===== src/rtl/l3_bus_feeder.sv =====
// Two-requester round-robin front end feeding a small FIFO whose head is
// issued, one word per permitted cycle, onto the registered L3 cell-array bus.
module l3_bus_feeder #(
    parameter int          DEPTH     = 4,
    parameter logic [31:0] IDLE_WORD = 32'h0000_0000
) (
    input  logic        clk,
    input  logic        rst_n,
    input  logic        req0_valid,
    input  logic [31:0] req0_data,
    output logic        req0_ready,
    input  logic        req1_valid,
    input  logic [31:0] req1_data,
    output logic        req1_ready,
    input  logic        bus_en,
    output logic [31:0] bus_out,
    output logic        bus_valid,
    output logic [4:0]  fifo_count
);

    localparam int          AW        = (DEPTH > 1) ? $clog2(DEPTH) : 1;
    localparam logic [4:0]  DEPTH_CNT = 5'(DEPTH);

    logic [31:0]   mem [DEPTH];
    logic [AW-1:0] rd_ptr;
    logic [AW-1:0] wr_ptr;
    logic          prio;
    logic          full;
    logic          empty;
    logic          grant0;
    logic          grant1;
    logic          push;
    logic          pop;
    logic [31:0]   push_data;

    // prio == 0 favours port 0 on contention; a lone requester always wins
    assign full       = (fifo_count == DEPTH_CNT);
    assign empty      = (fifo_count == 5'd0);
    assign grant0     = req0_valid && (!req1_valid || !prio);
    assign grant1     = req1_valid && (!req0_valid || prio);
    assign req0_ready = rst_n && !full && grant0;
    assign req1_ready = rst_n && !full && grant1;
    assign push       = req0_ready || req1_ready;
    assign push_data  = req1_ready ? req1_data : req0_data;
    assign pop        = bus_en && !empty;

    always_ff @(posedge clk) begin
        if (push) begin
            mem[wr_ptr] <= push_data;
        end
    end

    // Pop decisions use registered occupancy, so a word pushed this edge can
    // never be the one popped at the same edge.
    always_ff @(posedge clk or negedge rst_n) begin
        if (!rst_n) begin
            rd_ptr     <= '0;
            wr_ptr     <= '0;
            fifo_count <= 5'd0;
            prio       <= 1'b0;
            bus_out    <= IDLE_WORD;
            bus_valid  <= 1'b0;
        end else begin
            if (push) begin
                wr_ptr <= wr_ptr + 1'b1;
                prio   <= req0_ready;
            end
            if (pop) begin
                bus_out   <= mem[rd_ptr];
                bus_valid <= 1'b1;
                rd_ptr    <= rd_ptr + 1'b1;
            end else begin
                bus_out   <= IDLE_WORD;
                bus_valid <= 1'b0;
            end
            case ({push, pop})
                2'b10:   fifo_count <= fifo_count + 5'd1;
                2'b01:   fifo_count <= fifo_count - 5'd1;
                default: fifo_count <= fifo_count;
            endcase
        end
    end

endmodule


===== config.mk =====
export PLATFORM = sky130hd
export DESIGN_NAME = l3_bus_feeder
export DESIGN_NICKNAME = d
export VERILOG_FILES = /design/src/rtl/l3_bus_feeder.sv
export SDC_FILE = /design/constraint.sdc
export NUM_CORES = 1
export LEC_CHECK = 0
export ABC_AREA = 1
export CORE_ASPECT_RATIO = 1.4
export CORE_UTILIZATION = 45
export DETAILED_ROUTE_END_ITERATION = 8
export PLACE_DENSITY = 0.7
export REMOVE_ABC_BUFFERS = 1
export SLEW_MARGIN = 20
export SYNTH_ARGS = -nofsm -noshare
export SYNTH_HDL_FRONTEND = slang
export SYNTH_SLANG_ARGS = --single-unit

===== constraint.sdc =====
create_clock -name clk -period 8.16 [get_ports clk]
set_input_delay 0.816 -clock clk [delete_from_list [all_inputs] [get_ports clk]]
set_output_delay 0.816 -clock clk [all_outputs]
set_load 0.01 [all_outputs]

==> out/qor.yml <==
yosys:
  syn_area_per_cell_um2: 11.4
  ys_warn_count: 0
  syn_area_mm2: 0.00690
  ys_ff_latch: 171
  yosysSeqAreaShare_pct: 71.3
  syn-instance-count: 603
  yosysUniqueCellTypes: 28
floorplanning:
  die_h_um: 149
  core-area_mm2: 0.0150
  ios: 109
  rows: 53
  die_w_um: 107
  initial_core_util_pct: 46.0
  die-area_mm2: 0.0158
drt:
  vias_per_cell: 5.02
  ant_nets: 0
  vias: 4564
  drcViolationCount: 0
  wirelength_um: 14000
  drtIter0Drc: 241
  wl_per_cell_um: 15.3
  dr.pass1.iters: 6
worst_setup_path:
  end_kind: "output pin"
  timing.rr.start: "fifo_count[4]$_DFFE_PN0P_"
  crit_start: "rst_n"
  cp.arrival_ns: 3.04
  crit_path_start_kind: "input port"
  cp_max_fo: 45
  crit_required_ns: 7.34
  path_class: "input port to output pin"
clock_tree:
  cts_inserted_buffers: 17
  cts-root-buf: "clkbuf_16"
  tritoncts: "built"
  cts_sinks: 171
  cts_buffer_depth: 2
  post_cts_buffers: 0
  postCtsHoldBufs: 0
  clk_latency_ns: 0.42
  clkTransAtPathRegs_ns: 0.07
  post_cts_resize_count: 0
  h-tree-depth: 4
finish:
  finish.utilization_pct: 58.2
  antennaDiodeCount: 0
  n_fill_cell: 1251
  drive_above_1_share_pct: 7.25
  synthToLayoutAreaGrowth_pct: 26.3
  multi_input_area_mm2: 0.00174
  nets: 782
  layout.area.seq_mm2: 0.00492
pwr:
  p_switching_mw: 0.994
  pwr-share-clk_pct: 26.4
  powerDensity_mw_per_mm2: 342
  power_frac_comb_pct: 30.6
  p_leak_nw: 3.37
  swShare_pct: 33.4
  seq_power_share_pct: 43.0
  internal-power_mw: 1.98
  ir_drop_mv: 0.202
global_routing:
  grt_usage_pct: 18.6
  grt_pass1_wl_um: 22100
  grt_pass1_vias: 4590
  overflow: 0
  grt_use_met2_pct: 33.4
  antenna_found_initial: 0
  use_met1_pct: 21.1
  grt-busiest-layer: "met2"
  grt_max_degree: 67
  use_met3_pct: 3.46
sta:
  hold_violations: 0
  post-route-period-util_pct: 47.3
  rsz0062_at_grt: "false"
  maxSlewViolCount: 0
  tns_ns: 0
  clock_skew_ns: 0.00811
  fin_crit_ns: 3.86
  setup_violations: 0
  maxSlewHeadroom_pct: 29.8
  max_freq_mhz: 259
  worstMarginPinSlew_ns: 1.05
job:
  maxCapViolations: 0
placement:
  port_buffers: 108
  dp_hpwl_um: 8000
  gp_congestion: 0.767
hold_path:
  hold_path_class: "input port to asynchronous set/reset pin"
status:
  status: "finished, final reports clean"
==> kinds of logic after synthesis <==
group,synth area share (%)
adder cells (fa/ha/maj),1.74
XOR/XNOR,0.381
AO/OA/AOI/OAI,7.54
flip-flops,71.3
AND/OR/NAND/NOR,15.1
buffers and inverters,3.99
==> path summary, 6_finish.rpt <==
| check | end | slack (ns) | cells after the start |
|---|---|---|---|
| setup / recovery | req1_ready | 4.30 | 5 |
| max in group asynchronous | rd_ptr[0]$_DFFE_PN0P_ | 7.24 | 2 |
| min in group clk | bus_out[18]$_DFF_PN0_ | 0.52 | 2 |
| setup reg to reg | fifo_count[4]$_DFFE_PN0P_ | 5.20 | 16 |
| hold reg to reg | bus_out[18]$_DFF_PN0_ | 0.52 | 2 |
| hold / removal | bus_out[2]$_DFF_PN0_ | 0.48 | 2 |
==> state kept, by name, indices dropped and copies added, names as in the netlist <==
register,count
rd_ptr,2
fifo_count,5
mem,128
wr_ptr,2
bus_out,32
bus_valid,1
prio,1
==> critical path, cell delays in order <==
cell and delay [ns]:
buf_2 0.08, buf_4 0.48, nand3_4 0.51, inv_4 0.49
clkdlybuf4s50_1 0.62
==> cell usage after synthesis <==
cell | count | share of area (%)
nor2_1 | 134 | 7.3
edfxtp_1 | 128 | 56
buf_4 | 5 | 0.54
fa_1 | 1 | 0.29
clkbuf_2 | 3 | 0.22
o21ai_1 | 46 | 3.3
inv_1 | 20 | 1.1
ha_1 | 8 | 1.5
nand3b_1 | 1 | 0.11
o22ai_1 | 1 | 0.091
nor2_2 | 2 | 0.18
a21oi_1 | 34 | 2.5
nand2_2 | 1 | 0.091
buf_6 | 5 | 0.82
o21ai_0 | 21 | 1.5
nand3_1 | 8 | 0.58
clkbuf_1 | 3 | 0.16
dfrtp_1 | 43 | 16
buf_2 | 14 | 1.0
inv_4 | 1 | 0.091
or2_2 | 1 | 0.091
a21oi_2 | 1 | 0.13
nand3_4 | 1 | 0.25
nand2_1 | 116 | 6.3
xor2_1 | 1 | 0.13
xnor2_1 | 2 | 0.25
nand3_2 | 1 | 0.15
inv_2 | 1 | 0.054
==> metrics by stage <==
step / setup slack (ns) / cell area [um2] / power (mW) / instances / hold WS, ns
after floorplan: 4.83 / 6710 / 1.78 / 573 / 0.491
after global placement: 4.23 / 8070 / 2.16 / 875 / 0.502
after detailed placement: 4.17 / 8070 / 2.19 / 875 / 0.509
after CTS: 4.17 / 8660 / 2.98 / 907 / 0.505
after global routing: 4.02 / 8720 / 3.14 / 909 / 0.525
final: 4.30 / 8720 / 2.98 / 909 / 0.478
==> area by class of cell <==
| type | count | share of cell area (%) |
|---|---|---|
| clock inverter | 14 | 1.67 |
| sequential | 171 | 56.5 |
| inverter | 22 | 0.991 |
| clock buffer | 18 | 5.04 |
| timing repair buffer | 112 | 13.1 |
| tap | 192 | 2.76 |
| multi-input combinational | 380 | 19.9 |
==> cells in the final DEF, fill, tap and decap left out, types with 2 or more instances in the layout <==
master,n
nor2_1,130
edfxtp_1,128
nand2_1,116
clkdlybuf4s50_1,107
o21ai_1,46
dfrtp_1,42
a21oi_1,34
o21ai_0,21
inv_1,19
clkbuf_16,17
nand3_1,8
ha_1,8
inv_6,8
nor2_4,4
clkinv_4,3
nor2_2,2
xnor2_1,2
buf_16,2
buf_4,2
==> power groups by stage <==
stage	clock, mW	combinational [mW]	sequential (mW)
after detailed placement	0	0.898	1.30
after global routing	0.827	1.02	1.30
final	0.787	0.909	1.28
after floorplan	0	0.458	1.33
after global placement	0	0.868	1.29
after CTS	0.792	0.904	1.28
==> metal layers <==
| metal | vias to the layer above | wire [um] |
|---|---|---|
| li1 | 2230 | - |
| met1 | 2173 | 5560 |
| met2 | 140 | 7440 |
| met3 | 21 | 655 |
| met4 | 0 | 289 |
| met5 | - | 0 |
No activity file was read; power rests on OpenSTA's default activity.
